--- config.mk ---
export PLATFORM = sky130hd
export DESIGN_NAME = morse_tx_flat
export DESIGN_NICKNAME = d
export VERILOG_FILES = /design/src/rtl/morse_tx_if.sv /design/src/rtl/morse_tx.sv /design/src/flat_wrapper.sv
export SDC_FILE = /design/constraint.sdc
export NUM_CORES = 1
export LEC_CHECK = 0
export CORE_UTILIZATION = 39
export DETAILED_ROUTE_END_ITERATION = 10
export GPL_ROUTABILITY_DRIVEN = 0
export GPL_TIMING_DRIVEN = 0
export PLACE_DENSITY = 0.7
export SLEW_MARGIN = 40
export SYNTH_ARGS = -nofsm -noshare
export SYNTH_HDL_FRONTEND = slang
export SYNTH_SLANG_ARGS = --single-unit
--- constraint.sdc ---
create_clock -name clk -period 1.89 [get_ports clk]
set_input_delay 0.378 -clock clk [delete_from_list [all_inputs] [get_ports clk]]
set_output_delay 0.378 -clock clk [all_outputs]
set_load 0.005 [all_outputs]
--- src/rtl/morse_tx_if.sv ---
// morse_tx_if: valid/ready letter handshake feeding the Morse transmitter.
// MAX_ELEMS must match the transmitter it is connected to.
interface morse_tx_if #(
    parameter int MAX_ELEMS = 4
);
    localparam int LEN_W = $clog2(MAX_ELEMS + 1);

    logic                 in_valid;
    logic                 in_ready;
    logic [LEN_W-1:0]     in_len;
    logic [MAX_ELEMS-1:0] in_code;

    modport master (
        output in_valid,
        output in_len,
        output in_code,
        input  in_ready
    );

    modport slave (
        input  in_valid,
        input  in_len,
        input  in_code,
        output in_ready
    );
endinterface

--- src/rtl/morse_tx.sv ---
// morse_tx: serializes one Morse letter per handshake onto a single-bit line.
// dot = 1,0 ; dash = 1,1,1,0 ; each letter is followed by GAP zero bits.
// Optional feature macro: MORSE_TX_SOS_EN adds the `sos` input and an
// internal S-O-S sequencer (requires MAX_ELEMS >= 3).
module morse_tx #(
    parameter int MAX_ELEMS = 4,
    parameter int GAP       = 2
) (
    input  logic        clk,
    input  logic        rst,
    morse_tx_if.slave   bus,
`ifdef MORSE_TX_SOS_EN
    input  logic        sos,
`endif
    output logic        out,
    output logic        busy,
    output logic        done
);
    localparam int LEN_W = $clog2(MAX_ELEMS + 1);
    localparam int GAP_W = (GAP > 0) ? $clog2(GAP + 1) : 1;

    typedef enum logic [1:0] {
        S_IDLE,
        S_MARK,
        S_SPACE,
        S_GAP
    } state_e;

    state_e               state_q, state_d;
    logic                 out_q, out_d;
    logic                 done_q, done_d;
    logic [MAX_ELEMS-1:0] code_q, code_d;   // remaining elements, current in bit 0
    logic [LEN_W-1:0]     rem_q, rem_d;     // elements left including the current one
    logic [1:0]           mark_q, mark_d;   // mark cycles left in the current element
    logic [GAP_W-1:0]     gap_q, gap_d;     // gap cycles left

    logic                 load;
    logic                 letter_end;
    logic [MAX_ELEMS-1:0] load_code;
    logic [LEN_W-1:0]     load_len;
    logic [LEN_W-1:0]     len_clamped;

`ifdef MORSE_TX_SOS_EN
    logic       sos_active_q, sos_active_d;
    logic [1:0] sos_idx_q, sos_idx_d;       // 0 = first S, 1 = O, 2 = final S
`endif

    assign len_clamped = (bus.in_len > LEN_W'(MAX_ELEMS)) ? LEN_W'(MAX_ELEMS) : bus.in_len;
    assign busy        = (state_q != S_IDLE);
    assign out         = out_q;
    assign done        = done_q;

    // Ready only when idle and out of reset; an SOS request claims the idle slot.
    always_comb begin
        bus.in_ready = (state_q == S_IDLE) && !rst;
`ifdef MORSE_TX_SOS_EN
        if (sos) bus.in_ready = 1'b0;
`endif
    end

    // Next-state and element sequencing; a letter end either chains the next
    // SOS letter directly or returns to IDLE with a one-cycle done.
    always_comb begin
        // NOTE: every comb output gets a default first so no path infers a latch.
        state_d    = state_q;
        code_d     = code_q;
        rem_d      = rem_q;
        mark_d     = mark_q;
        gap_d      = gap_q;
        done_d     = 1'b0;
        load       = 1'b0;
        letter_end = 1'b0;
        load_code  = bus.in_code;
        load_len   = len_clamped;
`ifdef MORSE_TX_SOS_EN
        sos_active_d = sos_active_q;
        sos_idx_d    = sos_idx_q;
`endif

        case (state_q)
            S_IDLE: begin
`ifdef MORSE_TX_SOS_EN
                if (sos) begin
                    load         = 1'b1;
                    load_code    = '0;
                    load_len     = LEN_W'(3);
                    sos_active_d = 1'b1;
                    sos_idx_d    = 2'd0;
                end else
`endif
                if (bus.in_valid) begin
                    load = 1'b1;
                end
            end
            S_MARK: begin
                if (mark_q == 2'd1) begin
                    state_d = S_SPACE;
                end else begin
                    mark_d = mark_q - 2'd1;
                end
            end
            S_SPACE: begin
                rem_d  = rem_q - LEN_W'(1);
                code_d = code_q >> 1;
                if (rem_d != '0) begin
                    state_d = S_MARK;
                    mark_d  = code_d[0] ? 2'd3 : 2'd1;
                end else if (GAP > 0) begin
                    state_d = S_GAP;
                    gap_d   = GAP_W'(GAP);
                end else begin
                    letter_end = 1'b1;
                end
            end
            S_GAP: begin
                if (gap_q == GAP_W'(1)) begin
                    letter_end = 1'b1;
                end else begin
                    gap_d = gap_q - GAP_W'(1);
                end
            end
            default: state_d = S_IDLE;
        endcase

        if (letter_end) begin
`ifdef MORSE_TX_SOS_EN
            if (sos_active_q && (sos_idx_q != 2'd2)) begin
                load      = 1'b1;
                load_code = (sos_idx_q == 2'd0) ? '1 : '0;
                load_len  = LEN_W'(3);
                sos_idx_d = sos_idx_q + 2'd1;
            end else
`endif
            begin
                state_d = S_IDLE;
                done_d  = 1'b1;
`ifdef MORSE_TX_SOS_EN
                sos_active_d = 1'b0;
`endif
            end
        end

        if (load) begin
            code_d = load_code;
            rem_d  = load_len;
            if (load_len != '0) begin
                state_d = S_MARK;
                mark_d  = load_code[0] ? 2'd3 : 2'd1;
            end else if (GAP > 0) begin
                state_d = S_GAP;
                gap_d   = GAP_W'(GAP);
            end else begin
                state_d = S_IDLE;
                done_d  = 1'b1;
            end
        end
    end

    // The line is registered and high exactly while the next state is MARK.
    always_comb begin
        out_d = (state_d == S_MARK);
    end

    // Control registers with synchronous reset; a letter in flight is dropped.
    always_ff @(posedge clk) begin
        // NOTE: sequential state uses non-blocking assignments so every flop samples pre-edge values.
        if (rst) begin
            state_q <= S_IDLE;
            out_q   <= 1'b0;
            done_q  <= 1'b0;
`ifdef MORSE_TX_SOS_EN
            sos_active_q <= 1'b0;
            sos_idx_q    <= 2'd0;
`endif
        end else begin
            state_q <= state_d;
            out_q   <= out_d;
            done_q  <= done_d;
`ifdef MORSE_TX_SOS_EN
            sos_active_q <= sos_active_d;
            sos_idx_q    <= sos_idx_d;
`endif
        end
    end

    // Letter datapath, always reloaded before it is read.
    always_ff @(posedge clk) begin
        // NOTE: datapath registers carry no reset; IDLE never reads them and every load rewrites them.
        code_q <= code_d;
        rem_q  <= rem_d;
        mark_q <= mark_d;
        gap_q  <= gap_d;
    end
endmodule

--- src/flat_wrapper.sv ---
// flat-port wrapper written by rule: the top's interface ports become plain ports
module morse_tx_flat 
#(
    parameter int MAX_ELEMS = 4,
    parameter int GAP       = 2
)
  (clk, rst, out, busy, done, bus_in_valid, bus_in_len, bus_in_code, bus_in_ready);
  morse_tx_if #(.MAX_ELEMS(MAX_ELEMS)) bus_i ();
  input  logic clk;
  input  logic rst;
  output logic out;
  output logic busy;
  output logic done;
  input wire logic [$bits(bus_i.in_valid)-1:0] bus_in_valid;
  input wire logic [$bits(bus_i.in_len)-1:0] bus_in_len;
  input wire logic [$bits(bus_i.in_code)-1:0] bus_in_code;
  output wire logic [$bits(bus_i.in_ready)-1:0] bus_in_ready;
  assign bus_i.in_valid = bus_in_valid;
  assign bus_i.in_len = bus_in_len;
  assign bus_i.in_code = bus_in_code;
  assign bus_in_ready = bus_i.in_ready;
  morse_tx #(.MAX_ELEMS(MAX_ELEMS), .GAP(GAP)) u_core (.clk(clk), .rst(rst), .bus(bus_i), .out(out), .busy(busy), .done(done));
endmodule
==> out/qor.yml <==
placed_design:
  place.detailed.hpwl_um: 1110
  portBuffers: 13
  post-place-ws_ps: 24.9
critical_path:
  critPathRequiredTime_ps: 1510
  critPathCaptureType: "output port"
  path_max_fanout: 5
  path_class: "register to output port"
  startpoint_type: "register"
  critPathArrivalTime_ps: 1440
synth:
  syn_inst: 81
  syn_avg_cell_area_um2: 10.1
  synth_xor_area_share_pct: 1.99
  synth_edf_count: 6
  yosys-mux-area-fraction_pct: 3.99
  yosysWarnings: 0
  ys_types: 30
  async_flop_share_pct: 0
  netlist_area_um2: 816
  synth_compound_area_share_pct: 18.4
  synth_top_family_by_area: "compound AO/OA/AOI/OAI gates"
  seq_area_frac_synth_pct: 41.7
  yosys.area_share.adder_pct: 15.3
  synth_top_area_cell: "edfxtp_1"
  ys_ff_latch: 14
  synth_top_area_share_pct: 22.1
  synth_flop_cell: "dfxtp_1"
  yosys-top-cells-area: "edfxtp_1, dfxtp_1, ha_1"
  syn-num-nets: 101
  yosys-top-cells-count: "ha_1, inv_1, a21oi_1, dfxtp_1"
  yosys.area_share.simple_pct: 12.0
final_layout:
  num_antenna_cells: 0
  final_layout_size_suffix_gt1_share_pct: 19.2
  syn_to_final_growth_pct: 27.5
  fillCellCount: 201
  fin_nets: 120
power_and_ir_drop:
  switching_share_pct: 35.6
  p_leak_uw: 0.000441
  p_comb_share_pct: 47.7
  power_frac_clock_pct: 14.9
  cellPowerDensity_mw_per_mm2: 1400
  p_sw_uw: 518
  irDropWorstVdd_mv: 0.762
  internal_power_uw: 936
  p_seq_share_pct: 37.4
clock_network:
  cts_num_sinks: 14
  clock_latency_ps: 280
  h-tree-depth: 1
  cts_root_buf: "clkbuf_4"
  clkTransAtPathRegs_ps: 90
  tritoncts.num_buffers: 3
  cts_tree: "built"
  max-clock-path-buffers: 2
sta:
  fin_tns_setup_ps: 0
  fin_crit_ps: 1820
  setup_slack_ps: 71.5
  rsz0062_at_grt: "no"
  fin_skew_ps: 8.98
  worst_pin_slew_ps: 693
  fmax_mhz: 550
  maxSlewViolCount: 0
  relSlewSlack_pct: 53.2
  hold_violations: 0
  finalSetupViolations: 0
  finalCritPeriodShare_pct: 96.2
grt:
  antenna_found_initial: 0
  grt_pass1_vias: 543
  grt_usage_pct: 15.0
  grt_pass1_wl_um: 2330
  grt_max_degree: 11
  grt.overflow.total: 0
floorplan:
  io_pins: 14
  start_util_pct: 41.6
  core_mm2: 0.00196
  die-area_mm2: 0.00228
  die_x_um: 47.7
  die_h_um: 47.7
  rows: 16
hold_path:
  hp-class: "register to register"
route:
  wire_per_inst_um: 11.8
  first_pass_iters: 4
  vias: 620
  ant_nets: 0
  drc: 0
  drt-total-wl_um: 1490
  drt-initial-drc-count: 15
  viasPerCell: 4.92
flow_run:
  drv_cap: 0
run_status:
  status: "finished, final reports clean"
==> layout make-up <==
class                           count  area (um^2)  share of cell area (%)
Tap cell                           27         33.8                    3.25
Multi-Input combinational cell     55          434                    41.8
Timing Repair Buffer               14          136                    13.1
Inverter                           10         37.5                    3.61
Sequential cell                    14          345                    33.2
Buffer                              2         16.3                    1.56
Clock buffer                        4         36.3                    3.49
==> critical path: stages (launching register included) <==
cell and delay (ps):
dfxtp_4 380, inv_2 50, ha_4 160, inv_1 60, clkdlybuf4s50_1 490
==> logic make-up (layout without fill, tap and decap cells) <==
family,after synthesis,in the layout
AO/OA/AOI/OAI,22,22
AND/OR/NAND/NOR,19,19
flip-flops,14,14
buffers and inverters,12,30
adder cells (fa/ha/maj),10,10
multiplexers,3,3
XOR/XNOR,1,1
==> cells in the final DEF (no fill, tap or decap), types with 2 or more instances in the layout <==
cell,count
clkdlybuf4s50_1,12
ha_1,9
inv_1,8
a21oi_1,8
nand2_1,6
edfxtp_1,6
dfxtp_1,6
nor2_1,4
clkbuf_4,3
a21boi_0,2
nand2b_1,2
mux2_2,2
inv_2,2
o211ai_1,2
o21ai_0,2
and3_1,2
==> repair_timing <==
action                     CTS  global route
pin swaps                    1             0
resized for setup            8             0
hold buffers                 0             0
setup endpoints to repair    2             1
buffers inserted             0             1
==> metrics by stage <==
stage,hold slack [ps],cells,total power (uW),util [%],instance area [um^2]
final,563,126,1450,53.0,1040
after global routing,576,126,1580,53.0,1040
after CTS,568,125,1450,52.6,1030
after detailed placement,540,121,1200,49.9,980
after global placement,530,121,1180,49.9,980
after floorplan,447,81,1010,-,816
==> power groups by stage <==
stage,Combinational (uW),Clock (uW),Sequential (uW)
after floorplan,485,0,530
after global placement,638,0,540
after detailed placement,661,0,544
after CTS,686,222,547
after global routing,780,240,559
final,694,216,544
==> state kept, by name, summed over array words and instances, names as in the netlist <==
| name | count |
|---|---|
| u_core.gap_q | 2 |
| u_core.mark_q | 2 |
| u_core.state_q | 2 |
| u_core.out | 1 |
| u_core.done | 1 |
| u_core.code_q | 3 |
| u_core.rem_q | 3 |
==> layer usage <==
layer | vias to the layer above | wire length [um] | global-route usage [%]
li1 | 321 | - | -
met1 | 287 | 732 | 20.0
met2 | 7 | 692 | 23.0
met3 | 5 | 37 | 3.40
met4 | 0 | 24 | 6.67
met5 | - | 0 | 0
==> final timing paths <==
kind,start,end,slack [ps],depth (start not counted)
hold / removal,u_core.code_q[3],u_core.code_q[2],560,1
hold reg to reg,u_core.code_q[3],u_core.code_q[2],560,1
setup reg to reg,u_core.rem_q[0],u_core.out,280,6
setup / recovery,u_core.state_q[1],busy,70,4
No activity file was read; power rests on OpenSTA's default activity.
